### config.mk
export PLATFORM = sky130hd
export DESIGN_NAME = tmds_channel_decoder
export DESIGN_NICKNAME = d
export VERILOG_FILES = /design/src/rtl/tmds_channel_decoder.sv
export SDC_FILE = /design/constraint.sdc
export NUM_CORES = 1
export LEC_CHECK = 0
export BUFFER_PORTS_ARGS = -buffer_cell sky130_fd_sc_hd__clkbuf_2
export CELL_PAD_IN_SITES_DETAIL_PLACEMENT = 1
export CELL_PAD_IN_SITES_GLOBAL_PLACEMENT = 2
export CORE_ASPECT_RATIO = 1.5
export CORE_UTILIZATION = 37
export DETAILED_ROUTE_END_ITERATION = 8
export GPL_ROUTABILITY_DRIVEN = 0
export HOLD_SLACK_MARGIN = 0.15
export PLACE_DENSITY = 0.95
export SLEW_MARGIN = 20
export SYNTH_ARGS = -nofsm -noshare
export SYNTH_HDL_FRONTEND = slang
export SYNTH_SLANG_ARGS = --single-unit
### constraint.sdc
create_clock -name pixelClock -period 6.41 [get_ports pixelClock]
set_clock_uncertainty 0.1 [all_clocks]
set_input_delay 1.282 -clock pixelClock [delete_from_list [all_inputs] [get_ports pixelClock]]
set_output_delay 1.282 -clock pixelClock [all_outputs]
set_load 0.03 [all_outputs]
### src/rtl/tmds_channel_decoder.sv
// One-channel TMDS receive decoder: aligns the deserializer with bit-slip requests
// driven by control-token runs, then decodes video bytes, control bits and guard bands.
module tmds_channel_decoder #(
  parameter int CHANNEL       = 0,
  parameter int SEARCH_WINDOW = 4096,
  parameter int LOCK_RUN      = 8,
  parameter int SLIP_SETTLE   = 4,
  parameter int LOSS_WINDOWS  = 2
) (
  input  logic       pixelClock,
  input  logic       reset,
  input  logic [9:0] tmdsWord,
  output logic       bitSlip,
  output logic [3:0] slipCount,
  output logic       locked,
  output logic       dataEnable,
  output logic [7:0] data,
  output logic       c0,
  output logic       c1,
  output logic       controlValid,
  output logic       guardBand
);

  localparam int WIN_W    = (SEARCH_WINDOW > 1) ? $clog2(SEARCH_WINDOW) : 1;
  localparam int RUN_W    = $clog2(LOCK_RUN + 1);
  localparam int SETTLE_W = (SLIP_SETTLE > 1) ? $clog2(SLIP_SETTLE) : 1;
  localparam int MISS_W   = $clog2(LOSS_WINDOWS + 1);
  localparam logic [9:0] GUARD_TOKEN = (CHANNEL == 1) ? 10'b0100110011 : 10'b1011001100;

  typedef enum logic [1:0] {SEARCH, SLIP, SETTLE, LOCKED} stateT;
  typedef enum logic [1:0] {CONTROL, VIDEO_PENDING, VIDEO} periodT;

  stateT               state;
  periodT              period;
  logic [WIN_W-1:0]    windowCount;
  logic [RUN_W-1:0]    runCount;
  logic [SETTLE_W-1:0] settleCount;
  logic [MISS_W-1:0]   missedWindows;

  logic             isControl;
  logic             isGuard;
  logic [1:0]       ctrlBits;
  logic [7:0]       q;
  logic [7:0]       decoded;
  logic [RUN_W-1:0] runNext;
  logic             runDone;
  logic             windowExpired;

  always_comb begin
    isControl = 1'b1;
    ctrlBits  = 2'b00;
    case (tmdsWord)
      10'b1101010100: ctrlBits = 2'b00;
      10'b0010101011: ctrlBits = 2'b01;
      10'b0101010100: ctrlBits = 2'b10;
      10'b1010101011: ctrlBits = 2'b11;
      default:        isControl = 1'b0;
    endcase
  end

  assign isGuard = (tmdsWord == GUARD_TOKEN);

  always_comb begin
    q          = tmdsWord[9] ? ~tmdsWord[7:0] : tmdsWord[7:0];
    decoded    = '0;
    decoded[0] = q[0];
    for (int unsigned i = 1; i < 8; i++)
      decoded[i] = tmdsWord[8] ? (q[i] ^ q[i-1]) : ~(q[i] ^ q[i-1]);
  end

  assign runNext       = isControl ? runCount + 1'b1 : '0;
  assign runDone       = (runNext == RUN_W'(LOCK_RUN));
  assign windowExpired = (windowCount == WIN_W'(SEARCH_WINDOW - 1));

  always_ff @(posedge pixelClock) begin
    if (reset) begin
      state         <= SEARCH;
      period        <= CONTROL;
      windowCount   <= '0;
      runCount      <= '0;
      settleCount   <= '0;
      missedWindows <= '0;
      bitSlip       <= 1'b0;
      slipCount     <= '0;
      locked        <= 1'b0;
      dataEnable    <= 1'b0;
      data          <= '0;
      c0            <= 1'b0;
      c1            <= 1'b0;
      controlValid  <= 1'b0;
      guardBand     <= 1'b0;
    end else begin
      bitSlip <= (state == SLIP);
      locked  <= (state == LOCKED);

      if (state == LOCKED) begin
        data         <= decoded;
        controlValid <= isControl;
        guardBand    <= isGuard;
        dataEnable   <= 1'b0;
        if (isControl) begin
          c0     <= ctrlBits[0];
          c1     <= ctrlBits[1];
          period <= CONTROL;
        end else if (isGuard) begin
          period <= VIDEO_PENDING;
        end else if (period != CONTROL) begin
          period     <= VIDEO;
          dataEnable <= 1'b1;
        end
      end else begin
        data         <= '0;
        controlValid <= 1'b0;
        guardBand    <= 1'b0;
        dataEnable   <= 1'b0;
        period       <= CONTROL;
      end

      case (state)
        SEARCH: begin
          runCount <= runNext;
          if (runDone) begin
            state         <= LOCKED;
            runCount      <= '0;
            windowCount   <= '0;
            missedWindows <= '0;
          end else if (windowExpired) begin
            state <= SLIP;
          end else begin
            windowCount <= windowCount + 1'b1;
          end
        end
        SLIP: begin
          slipCount   <= (slipCount == 4'd9) ? 4'd0 : slipCount + 4'd1;
          settleCount <= '0;
          state       <= SETTLE;
        end
        SETTLE: begin
          runCount    <= '0;
          windowCount <= '0;
          if (settleCount == SETTLE_W'(SLIP_SETTLE - 1))
            state <= SEARCH;
          else
            settleCount <= settleCount + 1'b1;
        end
        LOCKED: begin
          // A completed run refreshes lock even when the window expires on the same word.
          runCount <= runNext;
          if (runDone) begin
            runCount      <= '0;
            windowCount   <= '0;
            missedWindows <= '0;
          end else if (windowExpired) begin
            windowCount <= '0;
            if (missedWindows == MISS_W'(LOSS_WINDOWS - 1)) begin
              state         <= SEARCH;
              missedWindows <= '0;
              runCount      <= '0;
            end else begin
              missedWindows <= missedWindows + 1'b1;
            end
          end else begin
            windowCount <= windowCount + 1'b1;
          end
        end
      endcase
    end
  end

endmodule

==> results.toml, run 1 <==
[setup_path]
crit_type = "primary input to flip-flop"
worstPathArrival_ns = 3.46
path_max_fanout = 15
crit_path_end_kind = "flip-flop"
setup.worst_path.start_class = "primary input"
cp.required_ns = 6.49

[cts]
cts_tree = "done"
clock-sinks = 43
path_clk_slew_ns = 0.08
cts_root_buffer = "clkbuf_8"
clk_path_buf_depth = 2
ctsHtreeMaxLevel = 2
cts_buffers = 5
cts_resized = 0
cts_setup_buffers = 0
hold_buffers = 0
clk_latency_ns = 0.30

[finish]
final_nets = 309
seq_area_um2 = 860.8
multi_input_area_um2 = 1339
drive_above_1_share_pct = 18.28
syn_to_final_growth_pct = 13.17
filler_cell_count = 723
insertedDiodeCount = 0

[sta]
drv_slew = 0
setup_violations = 0
max_freq_ghz = 0.2962
period_needed_ns = 3.376
finalHoldViolations = 0
rsz0062_at_grt = "false"
fin_crit_sh_pct = 52.67
fin_tns_setup_ns = 0
tightest_slew_ns = 0.8956
timing.hold.ws_ns = 0.3978
relSlewSlack_pct = 40.19

[detailed_routing]
drc = 0
wirelength_mm = 5.861
first_pass_iters = 4
drt_iter0_drc = 75
routedWlPerCell_um = 16.19
num_vias = 2024
post_drt_via_cell_ratio = 5.591
ant_nets = 0

[synth]
synth_top_family_by_area = "simple AND/OR/NAND/NOR gates"
netlist_instances = 264
synth_warnings = 0
synthMuxAreaShare_pct = 2.295
synth-compound-area-share_pct = 18.74
synth_cell_types = 54
synth-edff-count = 0
ys_seq_area_share_pct = 37.60
ys.flop_type = "dfxtp_1"
avgSynthCellArea_um2 = 8.673
syn_area_um2 = 2290
async_flop_share_pct = 0
synthXorXnorAreaFrac_pct = 6.885
synth.ff_latch_count = 43
synth_nets = 284
synth_fa_ha_area_share_pct = 4.372
synthSimpleGateAreaFrac_pct = 26.17

[hold_path]
hold_class = "flip-flop to flip-flop"

[place]
dp_hpwl_mm = 4.423
port-buffer-count = 30

[floorplanning]
die_y_um = 98.35
row_count = 34
start_util_pct = 39.00
pin_count = 31
die_w_um = 66.23
die-area_um2 = 6513
core-area_um2 = 5871

[global_routing]
first_global_vias = 2112
grt_usage_pct = 19.51
antenna_found_initial = 0
grt_max_degree = 22
grt_overflow = 0
grt_pass1_wl_mm = 9.784

[pwr]
p_leak_nw = 0.9964
ir_drop_v = 0.0001061
pwr_density_cell_nw_per_um2 = 203.0

[job]
maxCapViolCount = 0

[status]
status = "complete, no violations"
-- through the flow --
stage | instance area (um2) | worst slack, ns | utilization, % | total power [mW] | cells
2_1_floorplan | 2290 | 3.449 | - | 0.2982 | 264
6_report | 2591 | 3.034 | 44.14 | 0.5261 | 362
3_3_place_gp | 2474 | 2.835 | 42.14 | 0.3072 | 354
3_5_place_dp | 2474 | 2.730 | 42.14 | 0.3086 | 354
5_1_grt | 2591 | 2.893 | 44.14 | 0.5456 | 362
4_1_cts | 2591 | 3.066 | 44.14 | 0.5315 | 362
-- registers in the layout, indices dropped and copies added (netlist names) --
name,flops
bitSlip,1
locked,1
controlValid,1
settleCount,2
period,2
c0,1
data,8
slipCount,4
missedWindows,2
guardBand,1
state,2
dataEnable,1
windowCount,12
runCount,4
c1,1
-- Yosys cell counts (2+ instances only) --
| library cell | count | share of area (%) |
|---|---|---|
| dfxtp_1 | 43 | 38 |
| nor2_1 | 29 | 4.8 |
| a21oi_1 | 22 | 4.8 |
| nand2_1 | 19 | 3.1 |
| xnor2_1 | 11 | 4.2 |
| nor3_1 | 10 | 2.2 |
| o21ai_0 | 9 | 2.0 |
| clkbuf_1 | 8 | 1.3 |
| ha_1 | 8 | 4.4 |
| inv_1 | 7 | 1.1 |
| xor2_1 | 7 | 2.7 |
| nand3_1 | 6 | 1.3 |
| nor2b_1 | 6 | 1.6 |
| and3_1 | 5 | 1.4 |
| nor4_1 | 5 | 1.4 |
| o21ai_1 | 5 | 1.1 |
| nand2b_1 | 4 | 1.1 |
| nand4_1 | 4 | 1.1 |
| and2_1 | 3 | 0.82 |
| and4_1 | 3 | 1.1 |
| buf_2 | 3 | 0.66 |
| mux2i_1 | 3 | 1.3 |
| nor3b_1 | 3 | 0.98 |
| a22o_1 | 2 | 0.77 |
| a2bb2oi_1 | 2 | 0.77 |
| a311oi_1 | 2 | 0.77 |
| a31oi_1 | 2 | 0.55 |
| inv_2 | 2 | 0.33 |
| mux2_2 | 2 | 0.98 |
| nand4_4 | 2 | 1.9 |
| o2111a_1 | 2 | 0.98 |
| o2111ai_1 | 2 | 0.77 |
| o31ai_1 | 2 | 0.66 |
-- power by group --
group          switching (mW)  internal, mW  leakage (nW)  total [mW]
Sequential            0.00202         0.268         0.347       0.270
Combinational          0.0176        0.0142         0.588      0.0317
Clock                  0.0977         0.126        0.0612       0.224
Total                   0.117         0.409         0.996       0.526
-- cells by family (layout without fill, tap and decap cells) --
family | Yosys count | after routing
compound gates | 62 | 62
buf+inv | 21 | 47
flops | 43 | 43
simple gates | 107 | 107
xor+xnor | 18 | 18
mux | 5 | 5
fa+ha+maj | 8 | 8
-- routing by layer --
metal  track usage (%)  vias up  share of wire (%)
li1                  -      992                  -
met4             8.674        0                2.7
met5                 0        -                  0
met3             3.505       13                2.8
met1             20.60      974                 41
met2             36.11       45                 53
-- worst max-delay path, stage by stage --
cell      delay, ns
clkbuf_2       0.12
inv_1          0.07
ha_1           0.12
and3b_2        0.21
nand4_4        0.15
a211oi_2       0.80
nand2b_1       0.23
a221o_1        0.36
nor2_1         0.10
-- final timing paths --
kind                  start        endpoint  slack (ns)  cells past startpoint
max reg2reg     runCount[0]  windowCount[9]        3.65                      7
min          windowCount[1]  windowCount[1]        0.40                      2
max             tmdsWord[1]  windowCount[9]        3.03                      9
min reg2reg  windowCount[1]  windowCount[1]        0.40                      2
-- layout make-up --
type	instances	share of cell area (%)
multi-input cells	200	51.67
flip-flops and latches	43	33.22
repair buffers	30	5.794
well taps	72	3.477
clock buffers	6	3.187
clock inverters	2	1.352
inverters	9	1.304
-- cells in the final DEF (no fill, tap or decap), types with 3 or more instances in the layout --
cell type	synthesis	routed
o21ai_1	5	5
a21oi_1	22	22
and2_1	3	3
o21ai_0	9	9
xor2_1	7	7
mux2i_1	3	3
nor2b_1	6	6
nand2_1	19	19
and4_1	3	3
clkbuf_8	0	6
inv_1	7	7
nand2b_1	4	4
xnor2_1	11	11
and3_1	5	5
nor2_1	29	29
nand3_1	6	6
nor4_1	5	5
nor3b_1	3	3
dfxtp_1	43	43
clkbuf_2	0	30
ha_1	8	8
nand4_1	4	4
nor3_1	10	10
Power figures use the tool's default switching activity.
==> run 2: changes to the inputs <==
--- a/config.mk
+++ b/config.mk
@@ -5,15 +5,16 @@
 export SDC_FILE = /design/constraint.sdc
 export NUM_CORES = 1
 export LEC_CHECK = 0
+export ABC_AREA = 1
 export BUFFER_PORTS_ARGS = -buffer_cell sky130_fd_sc_hd__clkbuf_2
 export CELL_PAD_IN_SITES_DETAIL_PLACEMENT = 1
 export CELL_PAD_IN_SITES_GLOBAL_PLACEMENT = 2
 export CORE_ASPECT_RATIO = 1.5
-export CORE_UTILIZATION = 37
+export CORE_UTILIZATION = 31
 export DETAILED_ROUTE_END_ITERATION = 8
 export GPL_ROUTABILITY_DRIVEN = 0
 export HOLD_SLACK_MARGIN = 0.15
-export PLACE_DENSITY = 0.95
+export PLACE_DENSITY = 0.9
 export SLEW_MARGIN = 20
 export SYNTH_ARGS = -nofsm -noshare
 export SYNTH_HDL_FRONTEND = slang
==> constraint.sdc (replaced) <==
create_clock -name pixelClock -period 3.2 [get_ports pixelClock]
set_clock_uncertainty 0.1 [all_clocks]
set_input_delay 0.64 -clock pixelClock [delete_from_list [all_inputs] [get_ports pixelClock]]
set_output_delay 0.64 -clock pixelClock [all_outputs]
set_load 0.03 [all_outputs]
==> run 2 against run 1 <==
Clock-buffer cell count up 1. Power up 84%. Combinational power up 78%. Sequential share of layout area up 0.28 points. Area after synthesis down 1.2%. Critical path type is now flip-flop to flip-flop.
==> results.toml, run 2 <==
[global_routing]
grt_pass1_wl_mm = 9.963
grt_usage_pct = 16.68
grt_max_degree = 14
antenna_found_initial = 0
first_global_vias = 2228
grt_overflow = 0

[finish]
final_core_util_pct = 37.01
insertedDiodeCount = 0
drive_above_1_share_pct = 18.51
syn_to_final_growth_pct = 13.61
multi_input_area_um2 = 1146
filler_cell_count = 907
seq_area_um2 = 860.8
layout_common_cells = "nand2_1, inv_1, dfxtp_1"
largest_reg_flops = 12
reg.largest.list = "windowCount (12), data (8)"
top_register = "windowCount"
final_nets = 381
final_common_cell = "nand2_1"

[setup_path]
timing.rr.start = "runCount[0]"
worstPathArrival_ns = 2.24
path_max_fanout = 12
critPathLaunch = "runCount[0]"
crit_type = "flip-flop to flip-flop"
setup.worst_path.start_class = "flip-flop"
regToRegSetupSlack_ns = 1.10
cp.required_ns = 3.34
r2r-end = "windowCount[2]"
endpoint = "windowCount[2]"
ff2ff_path_depth = 12
crit_path_end_kind = "flip-flop"

[synth]
yosys-top-cells-count = "nand2_1, inv_1, dfxtp_1, nor2_1, o21ai_0"
synthTopCellsByArea = "dfxtp_1, nand2_1, inv_1"
synth_nets = 349
async_flop_share_pct = 0
yosysMostFrequentCell = "nand2_1"
synth.ff_latch_count = 43
synth-edff-count = 0
yosysTopAreaCellShare_pct = 38.05
yosys.area.top_type = "dfxtp_1"
syn_area_um2 = 2262
netlist_instances = 329
avgSynthCellArea_um2 = 6.876
ys_seq_area_share_pct = 38.05
synth_warnings = 0
synth_cell_types = 32
ys.flop_type = "dfxtp_1"

[place]
dp_hpwl_mm = 4.560
port-buffer-count = 30

[cts]
clk_path_buf_depth = 2
ctsHtreeMaxLevel = 2
cts_buffers = 5
path_clk_slew_ns = 0.09
cts_tree = "done"
clock-sinks = 43
cts_setup_buffers = 0
clk_latency_ns = 0.31
cts_root_buffer = "clkbuf_8"
cts_resized = 0
hold_buffers = 0

[pwr]
total_power_mw = 0.9696
pwr_density_cell_nw_per_um2 = 377.3
ir_drop_v = 0.0001966
p_leak_nw = 1.150

[detailed_routing]
post_drt_via_cell_ratio = 4.798
routedWlPerCell_um = 13.00
drc = 0
ant_nets = 0
num_vias = 2111
first_pass_iters = 4
drt_iter0_drc = 63
wirelength_mm = 5.720

[sta]
rsz0062_at_grt = "false"
relSlewSlack_pct = 65.30
max_freq_ghz = 0.4764
tightest_slew_ns = 0.5157
fin_crit_sh_pct = 65.60
finalHoldViolations = 0
setup_violations = 0
fin_tns_setup_ns = 0
drv_slew = 0
period_needed_ns = 2.099

[floorplanning]
die-area_um2 = 7650
pin_count = 31
die_w_um = 71.75
core-area_um2 = 6944
row_count = 37
start_util_pct = 32.58
die_y_um = 106.6

[status]
status = "complete, no violations"

[hold_path]
hold_class = "flip-flop to flip-flop"

[job]
maxCapViolCount = 0
## run 2: metrics by stage
step	hold WS [ns]	instances	worst slack, ns	cell area (um2)
floorplan	0.3087	329	1.257	2262
global placement	0.3229	432	0.8548	2475
detailed placement	0.3230	432	0.7657	2475
CTS	0.3370	440	1.083	2570
global route	0.3586	440	0.8810	2570
finish	0.3311	440	1.101	2570
## run 2: how the worst min path moves through the flow
stage | start | to | slack [ns] | cells after the start
floorplan | missedWindows[1] | missedWindows[1] | 0.31 | 2
global placement | missedWindows[1] | missedWindows[1] | 0.32 | 2
detailed placement | missedWindows[1] | missedWindows[1] | 0.32 | 2
CTS | missedWindows[1] | missedWindows[1] | 0.34 | 2
global route | missedWindows[1] | missedWindows[1] | 0.36 | 2
finish | missedWindows[1] | missedWindows[1] | 0.33 | 2
## run 2: layout make-up
| type | count | share of cell area, % |
|---|---|---|
| Multi-Input combinational cell | 223 | 44.60 |
| Sequential cell | 43 | 33.50 |
| Inverter | 58 | 8.569 |
| Timing Repair Buffer | 30 | 5.842 |
| Tap cell | 78 | 3.797 |
| Clock buffer | 7 | 3.359 |
| Clock inverter | 1 | 0.3408 |
## run 2: cells by family (layout without fill, tap and decap cells)
| kind of cell | Yosys count | in the layout | share of synthesized area (%) |
|---|---|---|---|
| XOR/XNOR | 3 | 3 | 1.162 |
| AND/OR/NAND/NOR | 169 | 169 | 34.73 |
| AO/OA/AOI/OAI | 43 | 43 | 10.34 |
| flip-flops | 43 | 43 | 38.05 |
| buffers and inverters | 63 | 96 | 11.28 |
| adder cells (fa/ha/maj) | 8 | 8 | 4.425 |
## run 2: critical path, cell delays in order, from the launching register on
cell,delay (ns)
dfxtp_1,0.47
ha_1,0.29
inv_1,0.08
nand2_1,0.08
nor2_2,0.23
nand3_4,0.15
nand3_4,0.12
nand2_4,0.11
inv_4,0.17
nand2_1,0.07
nand2_1,0.06
inv_1,0.04
nor2_1,0.07
## run 2: where the power goes
group | total [mW] | switching (mW) | internal [mW]
logic | 0.0563 | 0.0361 | 0.0202
registers | 0.541 | 0.00336 | 0.538
clock network | 0.372 | 0.195 | 0.177
## run 2: layer usage
metal,share of wire (%),wire (um),global-route usage (%),vias to the layer above
met2,56,3195,32.95,21
met4,1.8,101,6.303,0
li1,-,-,-,1103
met3,2.0,116,2.820,5
met5,0,0,0,-
met1,40,2306,16.84,982
==> run 3: changes to the inputs <==
--- a/config.mk
+++ b/config.mk
@@ -10,11 +10,11 @@
 export CELL_PAD_IN_SITES_DETAIL_PLACEMENT = 1
 export CELL_PAD_IN_SITES_GLOBAL_PLACEMENT = 2
 export CORE_ASPECT_RATIO = 1.5
-export CORE_UTILIZATION = 31
+export CORE_UTILIZATION = 28
 export DETAILED_ROUTE_END_ITERATION = 8
 export GPL_ROUTABILITY_DRIVEN = 0
 export HOLD_SLACK_MARGIN = 0.15
-export PLACE_DENSITY = 0.9
+export PLACE_DENSITY = 0.86
 export SLEW_MARGIN = 20
 export SYNTH_ARGS = -nofsm -noshare
 export SYNTH_HDL_FRONTEND = slang
==> constraint.sdc (replaced) <==
create_clock -name pixelClock -period 1.9 [get_ports pixelClock]
set_clock_uncertainty 0.1 [all_clocks]
set_input_delay 0.38 -clock pixelClock [delete_from_list [all_inputs] [get_ports pixelClock]]
set_output_delay 0.38 -clock pixelClock [all_outputs]
set_load 0.03 [all_outputs]
==> run 3 against run 2 <==
Sequential power increased by 69%. First-iteration DRC count decreased by 33%. Hold slack got worse by 0.078 ns. Power is 93% higher. Clock-buffer cell count fell by 1. Global-route usage fell by 0.66 points. Register-to-register slack got worse by 0.96 ns. Die area rose by 10%.
==> results.toml, run 3 (synthesis gave the netlist of run 2 again) <==
[status]
status = "complete, no violations"

[finish]
filler_cell_count = 1039
final_nets = 404
final_core_util_pct = 37.11
insertedDiodeCount = 0
layout_common_cells = "nand2_1, inv_1, nor2_1"
stdcell_area_um2 = 2861
largest_reg_flops = 12
final_cells = 487
top_register = "windowCount"
reg.largest.list = "windowCount (12), data (8)"
final_common_cell = "nand2_1"
syn_to_final_growth_pct = 26.49
drive_above_1_share_pct = 25.19

[hold_path]
hold_class = "primary input to flip-flop"
hp-start = "tmdsWord[0]"
hold_depth = 3

[cts]
clk_latency_ns = 0.29
clk_path_buf_depth = 2
path_clk_slew_ns = 0.06
cts_root_buffer = "clkbuf_16"
clock-sinks = 43
ctsHtreeMaxLevel = 2
cts_buffers = 5
cts_tree = "done"
hold_buffers = 0

[floorplanning]
row_count = 39
pin_count = 31
die_w_um = 75.39
core-area_um2 = 7710
start_util_pct = 29.34
die-area_um2 = 8450
die_y_um = 112.1

[detailed_routing]
drt_iter0_drc = 42
post_drt_via_cell_ratio = 4.569
drc = 0
routedWlPerCell_um = 12.47
num_vias = 2225
first_pass_iters = 4
wirelength_mm = 6.074
ant_nets = 0

[sta]
drv_slew = 0
tightest_slew_ns = 0.4819
setup_violations = 0
finalHoldViolations = 0
rsz0062_at_grt = "true"
relSlewSlack_pct = 67.58
timing.hold.ws_ns = 0.2532
max_freq_ghz = 0.5690
fin_crit_sh_pct = 92.50
period_needed_ns = 1.758

[global_routing]
grt_max_degree = 14
grt_pass1_wl_mm = 10.35
first_global_vias = 2367
grt_usage_pct = 16.02
antenna_found_initial = 0
grt_overflow = 0

[setup_path]
crit_type = "flip-flop to flip-flop"
ff2ff_path_depth = 9
crit_path_end_kind = "flip-flop"
path_max_fanout = 11
setup.worst_path.start_class = "flip-flop"
critPathLaunch = "runCount[1]"
cp.required_ns = 1.98
timing.rr.start = "runCount[1]"
regToRegSetupSlack_ns = 0.14
worstPathArrival_ns = 1.84

[job]
maxCapViolCount = 0

[place]
dpl.cell_count = 477
dp_hpwl_mm = 4.812
port-buffer-count = 30
placed_area_um2 = 2663

[pwr]
p_leak_nw = 1.283
pwr_density_cell_nw_per_um2 = 654.8
ir_drop_v = 0.0002980
total_power_mw = 1.874
[run 3: per-stage QoR]
step	setup WS (ns)	setup TNS [ns]
after floorplan	0.09427	0
after global placement	-0.06861	-0.5348
after detailed placement	-0.1090	-0.9301
after CTS	-0.002512	-0.002512
after global routing	-0.02425	-0.05009
final	0.1425	0
[run 3: final timing paths]
check / to
hold reg to reg: missedWindows[1]
hold / removal: data[0]
setup / recovery: windowCount[6]
setup reg to reg: windowCount[6]
[run 3: worst max-delay path, stage by stage, from the launching register on]
cell     delay, ns
dfxtp_2       0.34
ha_1          0.29
inv_1         0.10
nand2_2       0.08
nor2_4        0.13
nand3_4       0.13
nand3_4       0.11
nand2_8       0.10
o21ai_0       0.23
a21oi_2       0.04
[run 3: what timing repair did]
action,CTS,global route
setup endpoints to repair,6,19
resized for setup,1,12
gates cloned,0,1
pin swaps,0,5
buffers inserted,0,1
[run 3: per-layer routing]
metal,track usage [%],up-vias,share of wire (%)
li1,-,1144,-
met1,16.36,1042,39
met2,30.36,30,56
met3,2.783,9,2.4
met4,6.790,0,2.2
met5,0,-,0
[run 3: final cells by class]
cell class                      count  area, um2  area share (%)
Inverter                           58      225.2           7.871
Timing Repair Buffer               52      315.3           11.02
Clock inverter                      2      12.51          0.4373
Timing Repair inverter              1      6.256          0.2186
Clock buffer                        6      128.9           4.504
Tap cell                          102      127.6           4.460
Multi-Input combinational cell    223       1181           41.28
Sequential cell                    43      864.6           30.21
[run 3: report_power, final]
group          leakage, nW  total (mW)  internal, mW  switching [mW]
clock network       0.0669       0.846         0.485           0.361
registers            0.348       0.914         0.908         0.00634
logic                0.869       0.114        0.0478          0.0657
total                 1.28        1.87          1.44           0.433
